[config.mk]
export PLATFORM = sky130hd
export DESIGN_NAME = fetch_ctrl
export DESIGN_NICKNAME = d
export VERILOG_FILES = /design/src/rtl/fetch_pkg.sv /design/src/rtl/npc_sel.sv /design/src/rtl/fetch_ctrl.sv
export SDC_FILE = /design/constraint.sdc
export NUM_CORES = 1
export LEC_CHECK = 0
export CAP_MARGIN = 40
export CORE_ASPECT_RATIO = 1.2
export CORE_MARGIN = 2
export CORE_UTILIZATION = 47
export CTS_BUF_LIST = sky130_fd_sc_hd__clkbuf_4 sky130_fd_sc_hd__clkbuf_8
export CTS_CLUSTER_SIZE = 20
export DETAILED_ROUTE_END_ITERATION = 12
export HOLD_SLACK_MARGIN = 0.03
export PLACE_DENSITY_LB_ADDON = 0.15
export SLEW_MARGIN = 20
export SYNTH_ARGS = -nofsm -noshare
export SYNTH_HDL_FRONTEND = slang
export SYNTH_SLANG_ARGS = --single-unit
[constraint.sdc]
create_clock -name clk -period 4.2 [get_ports clk]
set_clock_uncertainty 0.2 [all_clocks]
set_input_delay 1.26 -clock clk [delete_from_list [all_inputs] [get_ports clk]]
set_output_delay 1.26 -clock clk [all_outputs]
set_load 0.02 [all_outputs]
[src/rtl/fetch_pkg.sv]
// Shared types and constants for the instruction fetch controller.
package fetch_pkg;

   localparam int INSTR_WIDTH = 32;
   localparam logic [INSTR_WIDTH-1:0] NOP_INSTR = 32'h0000_0013;

   // BOOT: one idle cycle after reset; REQ: request on the bus;
   // WAIT: request granted, awaiting the response; HOLD: instruction offered to decode.
   typedef enum logic [1:0] {
      BOOT = 2'd0,
      REQ  = 2'd1,
      WAIT = 2'd2,
      HOLD = 2'd3
   } fetch_state_t;

endpackage

[src/rtl/npc_sel.sv]
// Redirect priority and next-pc candidates for the fetch controller.
// A branch wins over a JAL when both are requested in the same cycle.
module npc_sel #(
   parameter int ADDR_WIDTH = 32
) (
   input  logic [ADDR_WIDTH-1:0] pc,
   input  logic                  branch_taken,
   input  logic [ADDR_WIDTH-1:0] branch_target,
   input  logic                  jal_taken,
   input  logic [ADDR_WIDTH-1:0] jal_target,
   output logic                  redirect,
   output logic [ADDR_WIDTH-1:0] redirect_target,
   output logic [ADDR_WIDTH-1:0] pc_plus4
);

   // Pick the redirect source and form the sequential successor (wraps at all-ones).
   always_comb begin
      redirect        = branch_taken | jal_taken;
      redirect_target = branch_taken ? branch_target : jal_target;
      pc_plus4        = pc + ADDR_WIDTH'(4);
   end

endmodule

[src/rtl/fetch_ctrl.sv]
// Instruction fetch controller: one outstanding memory request at a time,
// a single holding register toward decode, and redirect (branch/JAL) handling
// that can kill an in-flight fetch.
//
// Handshakes: a request transfers in a cycle where imem_req=1 and imem_gnt=1
// (imem_addr is held stable while imem_req=1 and no redirect arrives); the
// response is the single cycle with imem_rvalid=1 while in WAIT. Toward decode,
// instr/instr_pc are valid while instr_valid=1 and are consumed in a cycle with
// stall=0; they stay stable until then.
module fetch_ctrl
   import fetch_pkg::*;
#(
   parameter int                    ADDR_WIDTH = 32,
   parameter logic [ADDR_WIDTH-1:0] RESET_ADDR = '0
) (
   input  logic                   clk,
   input  logic                   reset_n,
   input  logic                   stall,
   input  logic                   branch_taken,
   input  logic [ADDR_WIDTH-1:0]  branch_target,
   input  logic                   jal_taken,
   input  logic [ADDR_WIDTH-1:0]  jal_target,
   output logic                   imem_req,
   output logic [ADDR_WIDTH-1:0]  imem_addr,
   input  logic                   imem_gnt,
   input  logic                   imem_rvalid,
   input  logic [INSTR_WIDTH-1:0] imem_rdata,
   output logic                   instr_valid,
   output logic [INSTR_WIDTH-1:0] instr,
   output logic [ADDR_WIDTH-1:0]  instr_pc,
   output logic [ADDR_WIDTH-1:0]  pc,
   output logic                   fetch_clk_en,
   output fetch_state_t           state_dbg
);

   fetch_state_t           state_q, state_d;
   logic [ADDR_WIDTH-1:0]  pc_q, pc_d;
   logic [INSTR_WIDTH-1:0] instr_q, instr_d;
   logic [ADDR_WIDTH-1:0]  instr_pc_q, instr_pc_d;
   logic                   instr_valid_q, instr_valid_d;
   logic                   kill_q, kill_d;

   logic                   redirect;
   logic [ADDR_WIDTH-1:0]  redirect_target;
   logic [ADDR_WIDTH-1:0]  pc_plus4;

   npc_sel #(
      .ADDR_WIDTH (ADDR_WIDTH)
   ) u_npc_sel (
      .pc              (pc_q),
      .branch_taken    (branch_taken),
      .branch_target   (branch_target),
      .jal_taken       (jal_taken),
      .jal_target      (jal_target),
      .redirect        (redirect),
      .redirect_target (redirect_target),
      .pc_plus4        (pc_plus4)
   );

   // Next-state, next-pc and fetch-clock enable; redirects are ignored in BOOT.
   always_comb begin
      state_d       = state_q;
      pc_d          = pc_q;
      instr_d       = instr_q;
      instr_pc_d    = instr_pc_q;
      instr_valid_d = instr_valid_q;
      kill_d        = kill_q;
      imem_req      = 1'b0;
      fetch_clk_en  = 1'b0;
      unique case (state_q)
         BOOT: begin
            state_d = REQ;
         end
         REQ: begin
            imem_req     = 1'b1;
            fetch_clk_en = 1'b1;
            if (redirect) pc_d = redirect_target;
            if (imem_gnt) begin
               // A redirect racing the grant leaves that fetch stale.
               state_d = WAIT;
               kill_d  = redirect;
            end
         end
         WAIT: begin
            fetch_clk_en = 1'b1;
            if (imem_rvalid) begin
               if (!kill_q && !redirect) begin
                  instr_d       = imem_rdata;
                  instr_pc_d    = pc_q;
                  instr_valid_d = 1'b1;
                  state_d       = HOLD;
               end else begin
                  state_d = REQ;
               end
               kill_d = 1'b0;
               if (redirect) pc_d = redirect_target;
            end else if (redirect) begin
               // Response still owed by memory: remember to drop it.
               kill_d = 1'b1;
               pc_d   = redirect_target;
            end
         end
         HOLD: begin
            fetch_clk_en = !stall || redirect;
            if (redirect) begin
               pc_d          = redirect_target;
               instr_valid_d = 1'b0;
               state_d       = REQ;
            end else if (!stall) begin
               pc_d          = pc_plus4;
               instr_valid_d = 1'b0;
               state_d       = REQ;
            end
         end
         default: begin
            state_d = BOOT;
         end
      endcase
   end

   // State and datapath registers with asynchronous active-low reset.
   always_ff @(posedge clk or negedge reset_n) begin
      if (!reset_n) begin
         state_q       <= BOOT;
         pc_q          <= RESET_ADDR;
         instr_q       <= NOP_INSTR;
         instr_pc_q    <= '0;
         instr_valid_q <= 1'b0;
         kill_q        <= 1'b0;
      end else begin
         state_q       <= state_d;
         pc_q          <= pc_d;
         instr_q       <= instr_d;
         instr_pc_q    <= instr_pc_d;
         instr_valid_q <= instr_valid_d;
         kill_q        <= kill_d;
      end
   end

   assign imem_addr   = pc_q;
   assign pc          = pc_q;
   assign instr       = instr_q;
   assign instr_pc    = instr_pc_q;
   assign instr_valid = instr_valid_q;
   assign state_dbg   = state_q;

endmodule

* Word-level counts from Yosys, hierarchy flattened
Index checks and enable logic that the tools add are counted.
** Word-level totals
- Register bits :: 100
- Latch bits :: 0
- Bits in writable memories :: 0
- Memory bits (read-only) :: 0
- Input bits :: 103
- Output and inout bits :: 133
- Logic and storage cells :: 54
- Memories :: 0
** Operators by class
- $add $sub $neg :: 1
- Multipliers :: 0
- Div/mod/pow operators :: 0
- Order comparisons :: 0
- Eq/ne operators :: 9
- Shift operators :: 0
- Multiplexer cells :: 22
- Bitwise gates (word level) :: 1
- Reductions and logical operators :: 15
** Operators by type and width (number)
- 2-to-1 mux 32 bit :: 4
- case mux 32 bit (2 select lines) :: 1
- adder 32 x 3 -> 32 bit, second input constant :: 1
- AND reduction 3 bit :: 4
- 2-to-1 mux 2 bit :: 5
- 2-to-1 mux 1 bit :: 8
- case mux 2 bit (4 select lines) :: 1
- != test 2 bit, second input constant :: 3
- != test 3 bit, second input constant :: 2
- case mux 1 bit (2 select lines) :: 3
- nonzero test 2 bit :: 3
- equality test 2 bit, second input constant :: 2
- AND reduction 4 bit :: 1
- zero test 1 bit :: 3
- equality test 2 x 1 -> 1 bit, second input constant :: 1
- zero test 2 bit :: 1
- != test 2 x 1 -> 1 bit, second input constant :: 1
- OR reduction 2 bit :: 1
- logical AND 1 bit :: 1
- logical OR 1 bit :: 1
- bitwise OR 1 bit :: 1

* Longest topological paths before layout
- Depth in word-level cells :: 6
- Gate-level depth with buffers :: 9
- Gate-level depth less buffers :: 7

* Modules after synthesis
Synthesis repeated with hierarchy kept, for this count alone.
** Second synthesis, totals
- Cell total of the unflattened synthesis :: 430
- Area, all modules :: 5771.8 um^2
** Modules (own cells, without submodules)
- fetch_ctrl :: instances 1, cells each 310, area an instance 4809.6 um^2
- npc_sel :: instances 1, cells each 120, area an instance 962.2 um^2

* Worst setup path after synthesis
OpenSTA, ideal clock, no wires.
- Kind :: input-to-output
- Start :: input branch_taken
- End :: output fetch_clk_en
- Arrival :: 1.896 ns
- Required time :: 2.740 ns
- Path slack :: 0.844 ns
- Cell stages on the path :: 5
- Buffers on the path :: 1
- Path through :: buf_2 -> nor2_1 -> nand2_1 -> a21oi_1 -> nor2_1
** Between the ends
- Word-level cells in the longest chain between the ends :: 3
** Ends and longest elaborated chain
- start: declaration :: RTL line fetch_ctrl.sv:19 : input logic branch_taken,
- bitwise OR 1 bit :: RTL line npc_sel.sv:18 : redirect = branch_taken | jal_taken;
- logical OR 1 bit :: RTL line fetch_ctrl.sv:104 : fetch_clk_en = !stall || redirect;
- case mux 1 bit (2 select lines) :: RTL line fetch_ctrl.sv:70 : unique case (state_q)
- end: declaration :: RTL line fetch_ctrl.sv:32 : output logic fetch_clk_en,
No other way between the ends.

* Final worst setup path
- Start :: input jal_taken
- End :: output fetch_clk_en
** Between the ends
- Word-level cells in the longest chain between the ends :: 3
** Ends and longest elaborated chain
- start: declaration :: RTL line fetch_ctrl.sv:21 : input logic jal_taken,
- bitwise OR 1 bit :: RTL line npc_sel.sv:18
- logical OR 1 bit :: RTL line fetch_ctrl.sv:104
- case mux 1 bit (2 select lines) :: RTL line fetch_ctrl.sv:70
No other way between the ends.

==> results.toml <==
[floorplanning]
io_pins = 236
num_rows = 42
fp.dieH_um = 120
die_area_mm2 = 0.0122
core-area_mm2 = 0.0110
die_w_um = 101
start_util_pct = 48.1

[worst_setup_path]
cp_common_cell = "nor2_1"
worstReg2RegStart = "state_dbg[0]"
worstSetupPathType = "input pin to output port"
cp_slowest_cell = "clkdlybuf4s50_1"
reg2reg_setup_slack_ns = 1.47
worstPathRequired_ns = 2.74
cpLargestDelayFamily = "buffers and inverters"
startpoint_type = "input pin"
crit_path_start = "jal_taken"
crit_fanout = 3
setup.worst_path.end = "fetch_clk_en"
path_cells = "clkdlybuf4s50_1 -> nor2_1 -> nand2_1 -> a21oi_1 -> nor2_1 -> dlymetal6s2s_1"
cp.depth = 6
end_kind = "output port"
reg2reg_depth = 6
r2r_end = "imem_addr[4]"
critPathBufInv = 2
cp_data_arrival_time_ns = 2.32
critPathMaxStageDelay_ns = 0.45

[timing]
period_share_pct = 89.9
tightestPinTransition_ns = 0.726
maxSlewHeadroom_pct = 51.6
rsz0062_at_grt = "false"
setup_viol = 0
hold_viol_final = 0
min_period_ns = 3.78
timing.fmax_mhz = 265
fin_setup_tns_ns = 0
slew_viol_final = 0

[placement]
io_buffers = 235
hpwlAfterDp_um = 10900
gp_congestion = 0.818

[final_layout]
syn_to_final_growth_pct = 46.1
layout-drive-gt1-share_pct = 17.4
final_cell_mix = "clkdlybuf4s50_1, dfrtp_1, mux2_2, a21oi_1, nand2_1"
final_common_cell = "clkdlybuf4s50_1"
n_antenna_cell = 0
final_core_util_pct = 70.3
nFillCells = 858
nets = 784

[flow_run]
maxCapViolations = 0

[clock_tree]
clk_pin_slew_ns = 0.10
clockBufferDepth = 2
cts-root-buf = "clkbuf_8"
clock_sinks = 100
htreeDepth = 3
worstSkewPairLatency_ns = 0.38
cts_made_buffers = 9
cts_tree = "built"

[pwr]
clockPowerShare_pct = 11.5
pwr-share-seq_pct = 33.5
p_int_w = 0.00319
p_sw_share_pct = 42.4
p_switching_w = 0.00235
power_density_mw_per_mm2 = 713
combPwrFrac_pct = 55.0
vdd_ir_drop_max_mv = 0.369
power_leakage_nw = 3.29

[global_routing]
gr-total-overflow = 0
antenna_found_initial = 0
grt_pass1_wl_um = 22800
grt_max_degree = 54
track_usage_pct = 23.8
grt_pass1_vias = 4476

[routing]
routedWlPerCell_um = 18.1
drtIter0Drc = 225
firstDrtPassIters = 4
drc = 0
finalWirelength_um = 14700
vias = 4511
viasPerCell = 5.56
ant_nets = 0

[min_path]
hold_class = "flop to flop"

[logic_synthesis]
netlist_instances = 477
ys_warn_count = 0
synth_fp_nets = 586
syn-cell-area_mm2 = 0.00531
synthArstFlopShare_pct = 100
yosysUniqueCellTypes = 54
postSynthAreaPerCell_um2 = 11.1
synth-seq-area-share_pct = 47.2
ys_ff_latch = 100
synthFlopType = "dfrtp_1"
synth_edf_count = 0

[status]
status = "completed"
## worst reg2reg max path: cells and delay by family (launching register included)
kind / cells / cell delay [ns]
DFF: 1 / 0.46
adders and majority gates: 1 / 0.36
AOI/OAI and AO/OA: 3 / 1.13
and+or+nand+nor: 1 / 0.38
buffers and inverters: 1 / 0.10
## per-stage QoR
stage	std cells	cell area, um^2	hold slack (ns)	setup WS [ns]	total power (W)
after floorplan	477	5310	0.364	0.844	0.00356
after global placement	796	7560	0.288	0.0963	0.00485
after detailed placement	796	7560	0.295	0.0661	0.00494
after CTS	812	7760	0.317	0.0534	0.00557
after global routing	812	7760	0.328	0.348	0.00585
final	812	7760	0.312	0.425	0.00554
## power groups by stage
stage	logic (W)	registers [W]	clock network, W
finish	0.00304	0.00186	0.000635
floorplan	0.00130	0.00226	0
detailed placement	0.00306	0.00187	0
CTS	0.00307	0.00186	0.000645
global placement	0.00301	0.00184	0
global route	0.00324	0.00193	0.000687
## cells by family after synthesis
family,count (synthesis),synth area share (%)
buf+inv,65,7.61
compound gates,106,13.1
fa+ha+maj,6,1.41
flops,100,47.2
mux,93,19.3
simple gates,107,11.5
## state kept, by name, indices dropped and copies added, names as in the netlist
signal / cells
state_dbg: 2
instr_valid: 1
instr_pc: 32
instr: 32
imem_addr: 32
kill_q: 1
## area by class of cell
| cell class | instances | area [um^2] | area share, % |
|---|---|---|---|
| clock inverter | 7 | 73.8 | 0.951 |
| tap | 132 | 165 | 2.13 |
| sequential | 100 | 2510 | 32.3 |
| timing repair buffer | 245 | 2450 | 31.5 |
| multi-input combinational | 312 | 2420 | 31.2 |
| inverter | 7 | 26.3 | 0.339 |
| clock buffer | 9 | 124 | 1.60 |
## how the worst min path moves through the flow
stage | endpoint | slack (ns) | cells after the start | start
floorplan | kill_q | 0.36 | 2 | kill_q
finish | instr[22] | 0.31 | 1 | instr[22]
detailed placement | instr[14] | 0.29 | 1 | instr[14]
global route | instr_pc[11] | 0.33 | 1 | instr_pc[11]
CTS | instr[14] | 0.32 | 1 | instr[14]
global placement | instr[6] | 0.29 | 1 | instr[6]
## metal layers
layer	routed length, um	vias up	global-route usage [%]
met3	949	23	5.09
li1	-	2117	-
met5	0	-	0
met4	322	0	8.61
met1	6190	2184	30.5
met2	7200	187	39.8
## synthesized netlist by cell type, drive strengths merged (4+ instances only)
master	instances	share of area, %
nand4	5	0.82
and4	4	0.66
nor2b	4	0.47
ha	6	1.4
mux2i	20	3.8
a21oi	39	3.7
o22a	5	0.82
nor3	12	1.3
dfrtp	97	46
and3	4	0.57
o22ai	6	0.71
buf	50	6.6
a31oi	5	0.59
nand2	28	2.0
nor2	20	1.4
o21a	4	0.57
mux2	73	15
a2bb2oi	4	0.66
a311oi	7	1.2
inv	7	0.49
a211oi	6	0.85
o21ai	13	1.2
clkbuf	8	0.57
nand3	17	1.9
## timing repair
action	4_1_cts	5_1_grt
resized for setup	0	1
buffers inserted	0	0
hold buffers	0	0
setup endpoints to repair	0	1
(Power assumes the default switching activity.)
